$ cat src/rtl/imem_loader.sv
// Boot-time instruction memory loader: turns a length-prefixed, XOR-checksummed
// byte stream into little-endian 32-bit imem writes and holds the core until it verifies.
module imem_loader #(
  parameter int DEPTH = 256,
  parameter int AW    = 8
) (
  input  logic          clk,
  input  logic          rst_n,
  input  logic          start,
  input  logic          in_valid,
  input  logic [7:0]    in_data,
  output logic          in_ready,
  output logic          imem_we,
  output logic [AW-1:0] imem_waddr,
  output logic [31:0]   imem_wdata,
  output logic          cpu_hold,
  output logic          busy,
  output logic          done,
  output logic          err
);

  typedef enum logic [2:0] {
    S_IDLE,
    S_LEN0,
    S_LEN1,
    S_DATA,
    S_CSUM,
    S_DONE,
    S_ERR
  } state_e;

  localparam logic [AW:0] WIDX_ONE = 1;

  state_e state_q, state_d;

  logic [15:0]   len_q, len_d;
  logic [AW:0]   word_idx_q, word_idx_d;
  logic [1:0]    byte_idx_q, byte_idx_d;
  logic [7:0]    acc_q, acc_d;
  logic          we_q, we_d;
  logic [AW-1:0] waddr_q, waddr_d;
  logic [31:0]   wdata_q, wdata_d;

  logic          accept;
  logic          restart;
  logic          word_end;
  logic          last_word;
  logic          len_over;
  logic          len_zero;
  logic [15:0]   len_full;
  logic [AW:0]   word_idx_inc;
  logic [23:0]   lanes;

  assign accept       = in_valid & in_ready;
  assign restart      = start & ((state_q == S_IDLE) | (state_q == S_DONE) | (state_q == S_ERR));
  assign len_full     = {in_data, len_q[7:0]};
  assign len_over     = {1'b0, len_full} > 17'(DEPTH);
  assign len_zero     = (len_full == 16'd0);
  assign word_end     = accept & (state_q == S_DATA) & (byte_idx_q == 2'd3);
  assign word_idx_inc = word_idx_q + WIDX_ONE;
  assign last_word    = (32'(word_idx_inc) == 32'(len_q));

  // Lower three bytes of the word in flight; the 4th byte goes straight to wdata.
  for (genvar gi = 0; gi < 3; gi++) begin : g_lane
    logic [7:0] lane_q;

    always_ff @(posedge clk or negedge rst_n) begin
      if (!rst_n) begin
        lane_q <= 8'd0;
      end else if (accept && (state_q == S_DATA) && (byte_idx_q == 2'(gi))) begin
        lane_q <= in_data;
      end
    end

    assign lanes[8*gi +: 8] = lane_q;
  end

  // ---------------- FSM: state register ----------------
  always_ff @(posedge clk or negedge rst_n) begin
    if (!rst_n) begin
      state_q <= S_IDLE;
    end else begin
      state_q <= state_d;
    end
  end

  // ---------------- FSM: next state ----------------
  always_comb begin
    state_d = state_q;
    case (state_q)
      S_IDLE, S_DONE, S_ERR: begin
        if (start) state_d = S_LEN0;
      end
      S_LEN0: begin
        if (accept) state_d = S_LEN1;
      end
      S_LEN1: begin
        if (accept) begin
          if (len_over)      state_d = S_ERR;
          else if (len_zero) state_d = S_CSUM;
          else               state_d = S_DATA;
        end
      end
      S_DATA: begin
        if (word_end && last_word) state_d = S_CSUM;
      end
      S_CSUM: begin
        if (accept) state_d = (in_data == acc_q) ? S_DONE : S_ERR;
      end
      default: state_d = S_IDLE;
    endcase
  end

  // ---------------- FSM: outputs ----------------
  always_comb begin
    in_ready = 1'b0;
    busy     = 1'b0;
    done     = 1'b0;
    err      = 1'b0;
    cpu_hold = 1'b1;
    case (state_q)
      S_LEN0, S_LEN1, S_DATA, S_CSUM: begin
        in_ready = 1'b1;
        busy     = 1'b1;
      end
      S_DONE: begin
        done     = 1'b1;
        cpu_hold = 1'b0;
      end
      S_ERR: begin
        err = 1'b1;
      end
      default: ;
    endcase
  end

  // ---------------- Datapath next state ----------------
  always_comb begin
    len_d      = len_q;
    word_idx_d = word_idx_q;
    byte_idx_d = byte_idx_q;
    acc_d      = acc_q;
    we_d       = 1'b0;
    waddr_d    = waddr_q;
    wdata_d    = wdata_q;

    if (restart) begin
      len_d      = 16'd0;
      word_idx_d = '0;
      byte_idx_d = 2'd0;
      acc_d      = 8'd0;
    end else if (accept) begin
      // The checksum byte itself is compared, never folded in.
      if (state_q != S_CSUM) acc_d = acc_q ^ in_data;
      case (state_q)
        S_LEN0: len_d[7:0]  = in_data;
        S_LEN1: len_d[15:8] = in_data;
        S_DATA: begin
          byte_idx_d = byte_idx_q + 2'd1;
          if (byte_idx_q == 2'd3) begin
            word_idx_d = word_idx_inc;
            we_d       = 1'b1;
            waddr_d    = word_idx_q[AW-1:0];
            wdata_d    = {in_data, lanes};
          end
        end
        default: ;
      endcase
    end
  end

  // ---------------- Datapath registers ----------------
  always_ff @(posedge clk or negedge rst_n) begin
    if (!rst_n) begin
      len_q      <= 16'd0;
      word_idx_q <= '0;
      byte_idx_q <= 2'd0;
      acc_q      <= 8'd0;
      we_q       <= 1'b0;
      waddr_q    <= '0;
      wdata_q    <= 32'd0;
    end else begin
      len_q      <= len_d;
      word_idx_q <= word_idx_d;
      byte_idx_q <= byte_idx_d;
      acc_q      <= acc_d;
      we_q       <= we_d;
      waddr_q    <= waddr_d;
      wdata_q    <= wdata_d;
    end
  end

  assign imem_we    = we_q;
  assign imem_waddr = waddr_q;
  assign imem_wdata = wdata_q;

endmodule

$ cat config.mk
export PLATFORM = sky130hd
export DESIGN_NAME = imem_loader
export DESIGN_NICKNAME = d
export VERILOG_FILES = /design/src/rtl/imem_loader.sv
export SDC_FILE = /design/constraint.sdc
export NUM_CORES = 1
export LEC_CHECK = 0
export ABC_AREA = 1
export CORE_ASPECT_RATIO = 0.5
export CORE_MARGIN = 2
export CORE_UTILIZATION = 30
export CTS_CLUSTER_DIAMETER = 200
export DETAILED_ROUTE_END_ITERATION = 7
export GPL_ROUTABILITY_DRIVEN = 0
export REMOVE_ABC_BUFFERS = 1
export SYNTH_ARGS = -nofsm -noshare
export SYNTH_HDL_FRONTEND = slang
export SYNTH_SLANG_ARGS = --single-unit
$ cat constraint.sdc
create_clock -name clk -period 5.1 [get_ports clk]
set_clock_uncertainty 0.2 [all_clocks]
set_input_delay 1.02 -clock clk [delete_from_list [all_inputs] [get_ports clk]]
set_output_delay 1.02 -clock clk [all_outputs]
set_load 0.01 [all_outputs]
# Yosys cells after proc, flatten, opt, wreduce, memory -nomap -nowiden
# Index checks and enable logic that the tools add are counted.
[op_classes]
eq_ne = 17
add_sub_neg = 2
bitwise_logic = 8
mux = 31
n_reduce_logical = 23
magnitude_cmp = 1
[ops]
columns = ["cell", "count"]
rows = [
  ["8-bit two-way mux", 5],
  ["9-bit two-way mux", 4],
  ["16-bit two-way mux", 2],
  ["3-bit two-way mux", 7],
  ["9-bit by 16-bit equality test with 1-bit output", 1],
  ["16-bit by 9-bit greater-than comparator with 1-bit output (second input constant)", 1],
  ["16-bit logical NOT", 1],
  ["3-bit one-hot mux with 5 select lines", 1],
  ["2-bit nonzero test", 6],
  ["9-bit by 1-bit adder with 9-bit output (second input constant)", 1],
  ["3-bit equality test (second input constant)", 3],
  ["8-bit equality test", 1],
  ["1-bit two-way mux", 8],
  ["2-bit two-way mux", 4],
  ["2-bit inequality test (second input constant)", 4],
  ["2-bit AND reduction", 4],
  ["8-bit XOR", 1],
  ["3-bit by 2-bit equality test with 1-bit output (second input constant)", 2],
  ["1-bit logical AND", 5],
  ["5-bit AND reduction", 1],
  ["1-bit bitwise AND", 4],
  ["2-bit equality test (second input constant)", 2],
  ["4-bit AND reduction", 1],
  ["4-bit OR reduction", 1],
  ["other kinds (11)", 12],
]
[totals]
regBits = 103
word_cells = 94
output_inout_bits = 46

# Logic depth before layout (Yosys ltp)
# Gate-level depths: netlist of run 1.
[depth]
depth_word = 9
ltp_mapped = 14

# Least setup slack after synthesis of run 1
# OpenSTA, ideal clock, no wires.
[synth_timing]
kind = "register -> output"
from = "register state_q[0]"
to = "output in_ready"
arrival_time_ns = 0.945
path_stages_with_launch = 6
setup_slack_ns = 2.935
t_required_ns = 3.880
path_cell_list = "dfrtp_1 -> nor2_1 -> nor2_1 -> inv_1 -> nand2_2 -> buf_4"
[synth_between]
elab_chain_len = 3
word_cells_on_any_way = 6
classes_between = "4 x eq/ne; 1 x mux; 1 x reduce/logical"
[synth_rtl]
columns = ["item", "line", "text"]
rows = [
  ["start, declared", "34", "state_e state_q, state_d;"],
  ["start signal, assigned", "83", "state_q <= state_d;"],
  ["3-bit by 2-bit equality test with 1-bit output (tied with other cells)", "-", ""],
  ["4-bit OR reduction *", "-", ""],
  ["1-bit two-way mux *", "-", ""],
  ["end, declared", "12", "output logic in_ready,"],
]
# Mark *: on every way between the ends. The rest lies on a longest branch, timed or not.

# Worst setup path in the final report of run 1
[layout_timing]
from = "register state_q[0]"
to = "output busy"
[layout_between]
elab_chain_len = 3
word_cells_on_any_way = 6
classes_between = "4 x eq/ne; 1 x mux; 1 x reduce/logical"
[layout_rtl]
columns = ["item", "line", "text"]
rows = [
  ["3-bit by 2-bit equality test with 1-bit output (tied with other cells)", "121", "case (state_q)"],
  ["4-bit OR reduction *", "121", ""],
  ["1-bit two-way mux *", "121", ""],
  ["end, declared", "17", "output logic busy,"],
]
# Marked as above.

==> out/summary.txt, run 1 <==
Result of the run: finished clean
Flip-flop and latch count after synthesis: 103
Clock sink count: 103
Yosys Warn Count: 0
Worst path setup slack after routing: 2.09 ns
Antenna violation net count after detailed routing: 0
Number of pins with negative max-slew slack in the final report: 0
Pre-CTS setup slack: 1.92 ns
Synth area leaders: dfrtp_1, nand2_1, o21ai_0
Crit end category: output port
Overall via count from detail_route: 3661
Utilization of the core after routing: 37.4%
Pleak: 2.74 nW
Pwr Density: 459 nW/um^2
Buffer count from post-CTS setup fixing: 0
Largest net degree at the start of global routing: 80
Total routing usage reported by global routing: 13.7%
Cts-stage hold buffer count: 0
Element type at the critical path start: flop
Row count: 32
Area of the die: 16800 um^2
Worst EP arrival: 1.79 ns
Initial Utilization: 30.6%
Part of the Yosys area used for sequential elements: 54.8%
Critical path start-end classification: flop to output port
Biggest area consumer among synthesized cells: dfrtp_1
Most instantiated flip-flop cell in the synthesis netlist: dfrtp_1
Post-route fraction of the period consumed by the critical path: 59.1%
Overflow left after global routing: 0
Number of antenna violations at the first check in global routing: 0
Total length of routed wires: 10.8 mm
CTS tree: done
Total standard cell area after synthesis: 4710 um^2
Antenna diodes: 0
Resized Gates After CTS: 0
Total Nets Final: 620
Clock root buffer: clkbuf_16
Proportion of layout cells with a drive suffix above 1: 8.39%
Via-per-instance ratio: 4.51
Number of buffers on the longest clock path: 2
Number of buffers added by the clock tree synthesis step: 9
Actual slew at the worst max-slew pin: 1.01 ns
Die Span X: 181 um
Library cells used by synthesis: 36
Boundary pin count: 58
Unrepaired setup endpoints after global routing: no
FFs w/ async S/R, synth: 100%
Floorplan die height: 92.6 um
Cells after synthesis: 550
Number of buffer cells added on primary ports: 57
DPL Wire Length: 7.71 mm
Max-Cap Viols: 0
CORE AREA: 15400 um^2
Highest attainable clock frequency: 332 MHz
Max transition margin: 32.5%
Most common cell after layout, fill and taps aside: nand2_1
Setup violations, final: 0
Crit path time final: 3.01 ns
Clock-pin slew on the worst setup and hold paths: 0.08 ns
Maximum fanout encountered on the critical timing path: 6
Routed length per placed instance: 13.4 um
Non-Filler Cell Area, Final: 5750 um^2
Setup TNS: 0 ns
Final count of hold timing violations: 0
Clock network latency to the later pin of the worst-skew pair: 0.35 ns
Global-route wire length before repair: 18.4 mm
VDD IR max: 0.000181 V
First-iteration detailed-routing DRC count: 242
Area growth from synthesis to layout: 22.1%
Post-detailed-placement cell area: 5430 um^2
Most frequent cells in the layout: nand2_1, dfrtp_1, o21ai_0, clkdlybuf4s50_1, inv_1
Post-synthesis average cell area: 8.56 um^2
Type of the tightest min-delay check: flop to flop
Top cell type's share of synthesized area: 54.8%
Count of flip-flops with a built-in enable after synthesis: 0
Vias in the first global route: 3603
Number of design rule violations left after detail routing: 0
DRT Pass-1 Iters: 4
Worst endpoint required time: 3.88 ns
H-Tree Level Count: 3
## cell usage after synthesis (5+ instances only)
master   number
buf_2         6
buf_6         5
dfrtp_1     103
ha_1          5
inv_1        48
nand2_1     197
nand2_2       7
nand3_1      26
nor2_1       35
o21ai_0      56
o21ai_2       9
o22ai_1       7
## logic make-up (layout without fill, tap and decap cells)
family          after synthesis  count (layout)  synth area share [%]
fa+ha+maj                     5               5                  1.33
mux                           4               4                  1.12
simple gates                280             280                  24.5
flops                       103             103                  54.8
xor+xnor                      8               8                  1.49
compound gates               80              80                  10.0
buf+inv                      70             128                  6.83
## final timing paths
kind	from	endpoint	slack, ns	cells past startpoint
max in group asynchronous	rst_n	imem_wdata[23]	3.11	2
hold reg to reg	imem_wdata[17]	imem_wdata[17]	0.27	2
setup / recovery	state_q[0]	busy	2.09	5
hold / removal	imem_wdata[17]	imem_wdata[17]	0.27	2
setup reg to reg	state_q[2]	word_idx_q[3]	2.85	7
min in group asynchronous	rst_n	len_q[14]	0.62	1
## critical path, stage by stage, from the launching register on
cell             delay, ns
dfrtp_1               0.47
nor2_1                0.09
nor2_1                0.15
inv_1                 0.10
nand2_2               0.09
clkdlybuf4s50_1       0.54
## sequential cells by signal, indices dropped and copies added (netlist names)
signal         count
imem_wdata        32
g_lane.lane_q     24
len_q             16
word_idx_q         9
acc_q              8
imem_waddr         8
state_q            3
byte_idx_q         2
imem_we            1
## routing by layer
metal,up-vias,GRT usage (%),share of wire [%]
met1,1731,19.6,51
li1,1849,-,-
met2,77,21.3,44
met3,4,2.75,4.0
met4,0,3.93,0.65
met5,-,0,0
## cell type report
type	instances	area [um^2]
Clock buffer	9	225
Clock inverter	7	92.6
Fill cell	1614	9630
Inverter	53	204
Multi-Input combinational cell	377	1810
Sequential cell	103	2580
Tap cell	204	255
Timing Repair Buffer	59	583
## per-stage QoR
step	instances	power, W	hold slack [ns]
after CTS	812	0.00266	0.276
after floorplan	533	0.00169	0.249
after global placement	796	0.00190	0.257
final	812	0.00264	0.272
after detailed placement	796	0.00193	0.257
after global routing	812	0.00283	0.301
## power by group
group	internal (W)	leakage, nW	switching (W)
sequential	0.00101	1.39	0.000131
combinational	0.000306	1.20	0.000468
clock	0.000393	0.148	0.000337
No activity file was read; power rests on OpenSTA's default activity.
==> run 2, diff against run 1 <==
clock period = 2.6 ns   (was 5.1 ns; I/O delays follow)
==> out/summary.txt, run 2 (same netlist as run 1, synthesis figures left out) <==
Proportion of layout cells with a drive suffix above 1: 9.72% (+1.3 points)
Number of buffers added by the clock tree synthesis step: 9 (unchanged)
Total length of routed wires: 10.8 mm (-0.36%)
Filler cell count in the final layout: 1600 (-0.87%)
Post-route fraction of the period consumed by the critical path: 95.0%
Clock-pin slew on the worst setup and hold paths: 0.08 ns (about the same)
Number of antenna violations at the first check in global routing: 0 (unchanged)
Setup TNS: 0 ns (unchanged)
Clock root buffer: clkbuf_16
Die Span X: 181 um (unchanged)
Total routing usage reported by global routing: 13.9% (+0.12 points)
First-iteration detailed-routing DRC count: 238 (-1.7%)
Area of the die: 16800 um^2 (unchanged)
Antenna diodes: 0 (unchanged)
Clock power frac: 26.5% (-1.1 points)
P_sw: 0.00185 W (+98%)
Hold-critical path endpoint: imem_wdata[18]
Switching share of total power: 36.1% (+0.65 points)
Type of the tightest min-delay check: flop to flop
Pre-CTS setup slack: 0.212 ns (-1.71 ns)
Setup violations, final: 0 (unchanged)
Highest attainable clock frequency: 405 MHz
Capture point of the worst reg-to-reg path: state_q[0]
Flip-flop count of the largest register, all copies and words added: 32 (unchanged)
Maximum fanout encountered on the critical timing path: 7 (+1)
Max-Cap Viols: 0 (unchanged)
Stages on the worst setup path: 4 (-1)
Largest net degree at the start of global routing: 46 (-43%)
Highest-delay cell along the critical path: clkdlybuf4s50_1
Logic pwr share: 30.2% (+0.9 points)
VDD IR max: 0.000379 V (+110%)
Actual slew at the worst max-slew pin: 0.550 ns (-0.463 ns)
Element type at the critical path start: flop
Global-route wire length before repair: 18.4 mm (about the same)
Initial Utilization: 30.6% (unchanged)
Boundary pin count: 58 (unchanged)
Number of pins with negative max-slew slack in the final report: 0 (unchanged)
Area growth from synthesis to layout: 23.8%
Vias in the first global route: 3636 (+0.92%)
Number of design rule violations left after detail routing: 0 (unchanged)
Origin of the critical flop-to-flop path: word_idx_q[0]
Number of buffer cells added on primary ports: 57 (unchanged)
Worst endpoint required time: 1.88 ns (-2.00 ns)
Cell type group with the largest total delay on the critical path: buffers and inverters
Via-per-instance ratio: 4.51 (about the same)
CTS tree: done
DPL Wire Length: 7.90 mm (+2.5%)
Critical path start-end classification: flop to output port
Pwr Density: 882 nW/um^2 (+92%)
Buffer count from post-CTS setup fixing: 0 (unchanged)
Depth of the worst register-to-register path: 11 (+4)
Clock sink count: 103 (unchanged)
Worst path setup slack after routing: 0.129 ns (-1.96 ns)
CORE AREA: 15400 um^2 (unchanged)
Pleak: 2.78 nW (+1.6%)
Internal Dissipation: 0.00328 W (+93%)
Origin of the worst min-delay path: imem_wdata[18]
Most frequent cells in the layout: nand2_1, dfrtp_1, o21ai_0, clkdlybuf4s50_1, inv_1
Max transition margin: 63.2% (+31 points)
Number of buffers on the longest clock path: 2 (unchanged)
H-Tree Level Count: 3 (unchanged)
Hold Path Stages: 2 (unchanged)
Routed length per placed instance: 13.2 um (-1.5%)
Critical path origin: state_q[2]
Unrepaired setup endpoints after global routing: no
Overall via count from detail_route: 3703 (+1.1%)
Clock network latency to the later pin of the worst-skew pair: 0.35 ns (about the same)
Critical path, cell by cell: nor2_1 > inv_1 > nand2_2 > clkdlybuf4s50_1
Sequential share of power: 43.3% (+0.3 points)
Crit path time final: 2.47 ns
Largest stage delay on the critical path: 0.54 ns (about the same)
Worst EP arrival: 1.75 ns (-0.04 ns)
Combined buffer and inverter count along the critical path: 2 (unchanged)
Overflow left after global routing: 0 (unchanged)
Final count of hold timing violations: 0 (unchanged)
Total Nets Final: 629 (+1.5%)
DRT Pass-1 Iters: 4 (unchanged)
Antenna violation net count after detailed routing: 0 (unchanged)
Result of the run: finished clean
Most common cell after layout, fill and taps aside: nand2_1
Row count: 32 (unchanged)
Crit end category: output port
Floorplan die height: 92.6 um (unchanged)
Reg2reg setup slack: 0.46 ns (-2.39 ns)
[run 2: worst max-delay path by stage]
stage,end,slack [ns]
2_1_floorplan,word_idx_q[2],0.32
3_5_place_dp,state_q[0],0.21
3_3_place_gp,state_q[0],0.28
5_1_grt,busy,0.003
4_1_cts,in_ready,0.07
6_report,in_ready,0.13
[run 2: layout make-up]
| cell class | count | area [um^2] | area share, % |
|---|---|---|---|
| Sequential cell | 103 | 2580 | 44.3 |
| Tap cell | 204 | 255 | 4.38 |
| Inverter | 53 | 204 | 3.50 |
| Clock inverter | 7 | 76.3 | 1.31 |
| Clock buffer | 9 | 225 | 3.87 |
| Timing Repair Buffer | 68 | 678 | 11.6 |
| Multi-Input combinational cell | 377 | 1810 | 31.0 |
[run 2: worst min-delay path, cell delays in order, from the launching register on]
cell	delay [ns]
dfrtp_1	0.35
nand2_1	0.05
nand2_1	0.04
[run 2: per-layer routing]
metal / global-route usage (%) / up-vias / part of all wire [%]
met2: 22.1 / 65 / 43
met4: 3.86 / 0 / 1.1
li1: - / 1861 / -
met1: 19.2 / 1769 / 52
met3: 2.91 / 8 / 3.2
met5: 0 / - / 0
[run 2: timing repair]
action | in CTS | in global routing
resized for setup | 0 | 1
hold endpoints to repair | 27 | 0
setup endpoints to repair | 0 | 2
hold buffers | 1 | 0
[run 2: power by group through the flow]
stage / Combinational [W] / Sequential (W) / Clock, W
2_1_floorplan: 0.00111 / 0.00220 / 0
3_3_place_gp: 0.00153 / 0.00224 / 0
3_5_place_dp: 0.00156 / 0.00225 / 0
4_1_cts: 0.00157 / 0.00223 / 0.00138
5_1_grt: 0.00178 / 0.00228 / 0.00145
6_report: 0.00155 / 0.00223 / 0.00136
[run 2: stage by stage]
step	util, %	power (W)	instances	hold slack [ns]	area, um^2
after global placement	35.9	0.00377	804	0.256	5510
after detailed placement	35.9	0.00381	804	0.258	5510
after CTS	37.9	0.00518	821	0.278	5820
after global routing	37.9	0.00551	821	0.303	5830
final	37.9	0.00514	821	0.273	5830
after floorplan	-	0.00331	533	0.0244	4590
